`config.mk`:
```
export PLATFORM = sky130hd
export DESIGN_NAME = note_uart_tx
export DESIGN_NICKNAME = d
export VERILOG_FILES = /design/src/rtl/note_pkg.sv /design/src/rtl/uart_tx_core.sv /design/src/rtl/note_uart_tx.sv
export SDC_FILE = /design/constraint.sdc
export NUM_CORES = 1
export LEC_CHECK = 0
export ABC_AREA = 0
export CORE_MARGIN = 2
export CORE_UTILIZATION = 59
export CTS_CLUSTER_DIAMETER = 30
export DETAILED_ROUTE_END_ITERATION = 8
export GPL_ROUTABILITY_DRIVEN = 0
export GPL_TIMING_DRIVEN = 1
export PLACE_DENSITY_LB_ADDON = 0.3
export SLEW_MARGIN = 20
export SYNTH_ARGS = -nofsm -noshare
export SYNTH_HDL_FRONTEND = slang
export SYNTH_SLANG_ARGS = --single-unit
```
`constraint.sdc`:
```
create_clock -name clk -period 3.9 [get_ports clk]
set_clock_uncertainty 0.2 [all_clocks]
set_input_delay 0.585 -clock clk [delete_from_list [all_inputs] [get_ports clk]]
set_output_delay 0.585 -clock clk [all_outputs]
set_load 0.02 [all_outputs]
```
`src/rtl/note_pkg.sv`:
```
// Shared note definitions: one_hot_Note field positions, tone and octave codes,
// transmit FSM state encoding and the note-to-byte encoder.
package note_pkg;

    localparam int NOTE_W        = 10;
    localparam int NOTE_TONE_LSB = 0;
    localparam int NOTE_TONE_MSB = 6;
    localparam int NOTE_HIGH     = 7;
    localparam int NOTE_LOW      = 8;
    localparam int NOTE_SHARP    = 9;

    localparam logic [2:0] TONE_REST = 3'd0;
    localparam logic [2:0] TONE_DO   = 3'd1;
    localparam logic [2:0] TONE_RE   = 3'd2;
    localparam logic [2:0] TONE_MI   = 3'd3;
    localparam logic [2:0] TONE_FA   = 3'd4;
    localparam logic [2:0] TONE_SO   = 3'd5;
    localparam logic [2:0] TONE_LA   = 3'd6;
    localparam logic [2:0] TONE_SI   = 3'd7;

    localparam logic [1:0] OCT_MID  = 2'b00;
    localparam logic [1:0] OCT_HIGH = 2'b01;
    localparam logic [1:0] OCT_LOW  = 2'b10;

    typedef enum logic [2:0] {
        TX_IDLE,
        TX_START,
        TX_DATA,
        TX_PARITY,
        TX_STOP
    } tx_state_t;

    // Lowest set tone bit wins; high octave wins over low octave.
    function automatic logic [7:0] encode_note(input logic [NOTE_W-1:0] n);
        logic [2:0] tone;
        logic [1:0] oct;
        tone = TONE_REST;
        for (int i = NOTE_TONE_MSB; i >= NOTE_TONE_LSB; i--) begin
            if (n[i]) tone = 3'(i + 1);
        end
        if (n[NOTE_HIGH])     oct = OCT_HIGH;
        else if (n[NOTE_LOW]) oct = OCT_LOW;
        else                  oct = OCT_MID;
        return {2'b00, n[NOTE_SHARP], oct, tone};
    endfunction

endpackage

```
`src/rtl/uart_tx_core.sv`:
```
// UART transmit engine: FSM, baud counter, shift register and optional parity.
// Ports: clk, rst (async active-low), avail/din (byte source), pop, tx, active.
// NOTE_TX_PARITY_EN adds an even-parity bit between data and stop bits.
module uart_tx_core
    import note_pkg::*;
#(
    parameter int DIV = 10
) (
    input  logic       clk,
    input  logic       rst,
    input  logic       avail,
    input  logic [7:0] din,
    output logic       pop,
    output logic       tx,
    output logic       active
);

    localparam int CW = (DIV > 2) ? $clog2(DIV) : 1;
    localparam logic [CW-1:0] RELOAD = CW'(DIV - 1);

    tx_state_t     state, state_d;
    logic [CW-1:0] cnt, cnt_d;
    logic [2:0]    idx, idx_d;
    logic [7:0]    sh, sh_d;
    logic          par, par_d;
    logic          tx_d;
    logic          tick;

    always_ff @(posedge clk or negedge rst) begin
        if (!rst) begin
            state <= TX_IDLE;
            cnt   <= '0;
            idx   <= '0;
            sh    <= '0;
            par   <= 1'b0;
            tx    <= 1'b1;
        end else begin
            state <= state_d;
            cnt   <= cnt_d;
            idx   <= idx_d;
            sh    <= sh_d;
            par   <= par_d;
            tx    <= tx_d;
        end
    end

    assign tick = (cnt == '0);

    always_comb begin
        state_d = state;
        cnt_d   = cnt;
        idx_d   = idx;
        sh_d    = sh;
        par_d   = par;
        pop     = 1'b0;
        unique case (state)
            TX_IDLE: begin
                if (avail) begin
                    pop     = 1'b1;
                    sh_d    = din;
                    par_d   = ^din;
                    cnt_d   = RELOAD;
                    state_d = TX_START;
                end
            end
            TX_START: begin
                if (tick) begin
                    idx_d   = '0;
                    cnt_d   = RELOAD;
                    state_d = TX_DATA;
                end else begin
                    cnt_d = cnt - 1'b1;
                end
            end
            TX_DATA: begin
                if (tick) begin
                    cnt_d = RELOAD;
                    if (idx == 3'd7) begin
`ifdef NOTE_TX_PARITY_EN
                        state_d = TX_PARITY;
`else
                        state_d = TX_STOP;
`endif
                    end else begin
                        idx_d = idx + 3'd1;
                        sh_d  = sh >> 1;
                    end
                end else begin
                    cnt_d = cnt - 1'b1;
                end
            end
            TX_PARITY: begin
                if (tick) begin
                    cnt_d   = RELOAD;
                    state_d = TX_STOP;
                end else begin
                    cnt_d = cnt - 1'b1;
                end
            end
            TX_STOP: begin
                if (!tick) begin
                    cnt_d = cnt - 1'b1;
                end else if (avail) begin
                    // Back-to-back frame: no idle bit between stop and start.
                    pop     = 1'b1;
                    sh_d    = din;
                    par_d   = ^din;
                    cnt_d   = RELOAD;
                    state_d = TX_START;
                end else begin
                    state_d = TX_IDLE;
                end
            end
            default: begin
                state_d = TX_IDLE;
                cnt_d   = '0;
            end
        endcase
    end

    // tx is registered from the next state so the line never glitches.
    always_comb begin
        tx_d = 1'b1;
        unique case (state_d)
            TX_START:  tx_d = 1'b0;
            TX_DATA:   tx_d = sh_d[0];
            TX_PARITY: tx_d = par_d;
            default:   tx_d = 1'b1;
        endcase
    end

    assign active = (state != TX_IDLE);

endmodule

```
`src/rtl/note_uart_tx.sv`:
```
// Note-change UART transmitter: detects one_hot_Note changes, encodes them to
// bytes, queues them in a FIFO and sends them through uart_tx_core.
// Ports: clk, rst (async active-low), enable, one_hot_Note[9:0], tx, busy,
// overflow (sticky drop flag), overflow_clr. Option macro: NOTE_TX_PARITY_EN.
module note_uart_tx
    import note_pkg::*;
#(
    parameter int CLK_FREQ   = 100_000_000,
    parameter int BAUD       = 9600,
    parameter int FIFO_DEPTH = 4
) (
    input  logic              clk,
    input  logic              rst,
    input  logic              enable,
    input  logic [NOTE_W-1:0] one_hot_Note,
    output logic              tx,
    output logic              busy,
    output logic              overflow,
    input  logic              overflow_clr
);

    localparam int DIV = CLK_FREQ / BAUD;
    localparam int AW  = (FIFO_DEPTH > 1) ? $clog2(FIFO_DEPTH) : 1;
    localparam int CW  = AW + 1;

    logic [NOTE_W-1:0] prev_note;
    logic [7:0]        mem [FIFO_DEPTH];
    logic [AW-1:0]     wr_ptr, rd_ptr;
    logic [CW-1:0]     count;
    logic [7:0]        enc;
    logic              change, full, avail;
    logic              push, pop, drop, active;

    assign change = enable && (prev_note != one_hot_Note);
    assign enc    = encode_note(one_hot_Note);
    assign full   = (count == CW'(FIFO_DEPTH));
    assign avail  = (count != '0);
    // A pop on the same edge frees the slot, so a full FIFO still accepts.
    assign push   = change && (!full || pop);
    assign drop   = change && full && !pop;

    always_ff @(posedge clk) begin
        if (push) mem[wr_ptr] <= enc;
    end

    always_ff @(posedge clk or negedge rst) begin
        if (!rst) begin
            prev_note <= '0;
            wr_ptr    <= '0;
            rd_ptr    <= '0;
            count     <= '0;
            overflow  <= 1'b0;
        end else begin
            prev_note <= one_hot_Note;
            if (push) wr_ptr <= wr_ptr + 1'b1;
            if (pop)  rd_ptr <= rd_ptr + 1'b1;
            case ({push, pop})
                2'b10:   count <= count + 1'b1;
                2'b01:   count <= count - 1'b1;
                default: count <= count;
            endcase
            if (drop)              overflow <= 1'b1;
            else if (overflow_clr) overflow <= 1'b0;
        end
    end

    uart_tx_core #(
        .DIV (DIV)
    ) u_core (
        .clk    (clk),
        .rst    (rst),
        .avail  (avail),
        .din    (mem[rd_ptr]),
        .pop    (pop),
        .tx     (tx),
        .active (active)
    );

    assign busy = active || avail;

endmodule

```
==> flow_summary.toml <==
[placed_design]
port-buffer-count = 16
place_area_sq_um = 3650
dp_hpwl_microns = 4470
dpl_worst_slack_ns = 0.481

[logic_synthesis]
ys.flop_type = "dfrtp_1"
async_flop_share_pct = 66.7
synth_edf_count = 24
ys_types = 53
synth_area_sq_um = 3410
yosysSeqAreaShare_pct = 56.4
syn_inst = 294
synth-seq-cells = 72
syn_area_per_cell_sq_um = 11.6
synth_nets = 316
synth_warnings = 0

[clocking]
post_cts_buffers = 0
h-tree-depth = 3
cts_made_buffers = 9
worstSkewPairLatency_ns = 0.35
clkSlewWorstSetupHoldPaths_ns = 0.08
cts_hold_buffers = 0
cts_root_buf = "clkbuf_8"
cts.sinks = 72
cts_resized = 0
cts_tree = "built"
clock_path_buffers = 2

[sta]
fin_tns_setup_ns = 0
fin_ws_ns = 0.514
relSlewSlack_pct = 55.2
tightest_slew_ns = 0.666
rsz0062_at_grt = "false"
period_share_pct = 86.8
fin_crit_ns = 3.39
fmax_mhz = 295
maxSlewViolCount = 0
setup_viol = 0
finalHoldViolCount = 0

[worst_setup_path]
path_cells = "inv_1 -> ha_1 -> nor4b_2 -> nand4_2 -> buf_4 -> a21oi_2 -> buf_4 -> nand2_1 -> fa_1 -> nor4b_1 -> a31o_1 -> xor2_1"
cp.required_ns = 3.97
cp_slowest_cell = "nor4b_1"
rr_endpoint = "count[2]$_DFFE_PN0P_"
r2r_slack_ns = 0.51
worstSetupPathType = "flop to flop"
crit_arrival_ns = 3.45
max_stage_delay_ns = 0.46
r2r_cells = 12
worstSetupEndpointType = "flop"
startpoint_type = "flop"
worstReg2RegStart = "u_core.cnt[0]$_DFF_PN0_"
cp_max_fo = 17
path_common_cell = "buf_4"

[floorplanning]
start_util_pct = 61.6
ios = 17
core_sq_um = 5540
die_h_microns = 80.0
num_rows = 27
dieArea_sq_um = 6410
die_w_microns = 80.0

[pwr]
p_seq_share_pct = 50.9
sw_frac_of_total_pct = 27.8
power_frac_comb_pct = 15.7
power_frac_clock_pct = 33.4
p_int_mw = 1.29
powerDensity_nw_per_um2 = 464
ir_drop_v = 0.000486
p_switching_mw = 0.497
p_leak_nw = 1.50

[routing]
firstDrtPassIters = 4
drc = 0
via_count = 2296
drt_iter0_drc = 174
wl_per_cell_microns = 16.6
ant_nets = 0
wl_microns = 6520
vias_per_cell = 5.84

[global_route]
grt_overflow = 0
grt_max_degree = 49
antenna_found_initial = 0
grt_pass1_vias = 2279
grt_pass1_wl_microns = 11100
grt_util_all_layers_pct = 23.5

[finish]
drive_above_1_share_pct = 11.2
n_antenna_cell = 0
design_area_sq_um = 3850
num-fill-cells = 406
final_cell_mix = "dfrtp_1, nor2_1, nand2_1, edfxtp_1, xnor2_1"
nets = 338
final_common_cell = "dfrtp_1"
areaGrowthSynthToFinish_pct = 13.0

[outcome]
outcome = "finished clean"

[run]
maxCapViolations = 0

[hold_path]
worst_hold_path_type = "primary input to async pin"
==> Yosys cell counts, drive strengths merged, types with 2 or more instances <==
| cell | count | share of area (%) |
|---|---|---|
| o21a | 2 | 0.44 |
| o21ai | 20 | 2.9 |
| ha | 7 | 2.6 |
| nand2b | 4 | 0.73 |
| and2 | 6 | 1.1 |
| nand3b | 4 | 0.88 |
| nor4 | 3 | 1.4 |
| mux4 | 6 | 4.0 |
| o41ai | 3 | 0.77 |
| nor2 | 29 | 3.3 |
| nor4b | 2 | 0.70 |
| or3 | 3 | 0.55 |
| nand4 | 4 | 0.92 |
| buf | 3 | 0.40 |
| edfxtp | 24 | 21 |
| a21o | 3 | 0.66 |
| a21oi | 15 | 2.4 |
| or2 | 3 | 0.55 |
| xnor2 | 18 | 4.6 |
| inv | 11 | 1.2 |
| o22ai | 6 | 1.1 |
| clkbuf | 6 | 0.66 |
| nor3 | 4 | 0.59 |
| dfrtp | 47 | 34 |
| xor2 | 6 | 1.5 |
| a31oi | 2 | 0.37 |
| nand3 | 4 | 0.59 |
| nand2 | 24 | 2.6 |
| mux2i | 2 | 0.59 |
| nor2b | 2 | 0.37 |
| o31ai | 3 | 0.66 |
| a22oi | 5 | 1.1 |
==> cell families after synthesis <==
logic type | count (synthesis) | synth area share [%]
compound gates | 66 | 12.2
xor+xnor | 24 | 6.16
fa+ha+maj | 8 | 3.15
buf+inv | 20 | 2.27
flops | 72 | 56.4
mux | 8 | 4.55
simple gates | 96 | 15.3
==> worst max path at each step <==
stage / start / to
floorplan: one_hot_Note[0] / count[2]$_DFFE_PN0P_
global placement: one_hot_Note[9] / count[2]$_DFFE_PN0P_
detailed placement: one_hot_Note[9] / count[2]$_DFFE_PN0P_
CTS: u_core.cnt[0]$_DFF_PN0_ / count[2]$_DFFE_PN0P_
global route: u_core.cnt[0]$_DFF_PN0_ / count[2]$_DFFE_PN0P_
finish: u_core.cnt[0]$_DFF_PN0_ / count[2]$_DFFE_PN0P_
==> routing by layer <==
metal / vias to the layer above / share of wire [%] / global-route usage, %
li1: 1103 / - / -
met1: 1130 / 45 / 32.0
met2: 61 / 50 / 37.3
met3: 2 / 4.6 / 6.79
met4: 0 / 0.37 / 6.10
met5: - / 0 / 0
==> critical path, delay by kind of cell, from the launching register on <==
kind	cells	cell delay, ns
AO/OA/AOI/OAI	2	0.32
XOR/XNOR	1	0.14
adder cells (fa/ha/maj)	2	0.65
buffers and inverters	3	0.53
flip-flops	1	0.42
AND/OR/NAND/NOR	4	1.03
==> stage by stage <==
step | utilization [%] | instances | hold slack (ns) | power [mW]
after floorplan | - | 294 | 0.0894 | 1.10
after detailed placement | 65.9 | 377 | 0.270 | 1.20
final | 69.6 | 393 | 0.0460 | 1.79
after global placement | 65.9 | 377 | 0.258 | 1.18
after global routing | 69.6 | 393 | 0.0911 | 1.88
after CTS | 69.5 | 393 | 0.266 | 1.80
==> state kept, by name, summed over array words and instances, names as in the netlist <==
signal        flops
count             3
u_core.tx         1
wr_ptr            2
u_core.idx        3
overflow          1
prev_note        10
u_core.cnt       14
u_core.state      3
u_core.sh         8
mem              24
u_core.par        1
rd_ptr            2
==> power by group through the flow <==
| stage | Combinational (mW) | Sequential (mW) | Clock [mW] |
|---|---|---|---|
| global placement | 0.255 | 0.920 | 0 |
| CTS | 0.285 | 0.912 | 0.607 |
| global route | 0.315 | 0.920 | 0.643 |
| floorplan | 0.182 | 0.919 | 0 |
| finish | 0.281 | 0.912 | 0.598 |
| detailed placement | 0.277 | 0.927 | 0 |
==> cell type report <==
cell class | instances | area [sq um] | share of cell area [%]
Sequential cell | 72 | 1920 | 49.9
Timing Repair Buffer | 20 | 188 | 4.87
Inverter | 11 | 41.3 | 1.07
Clock inverter | 7 | 77.6 | 2.01
Clock buffer | 9 | 124 | 3.21
Tap cell | 72 | 90.1 | 2.34
Multi-Input combinational cell | 202 | 1410 | 36.6
Note: power is estimated with default switching activity, not from simulation.
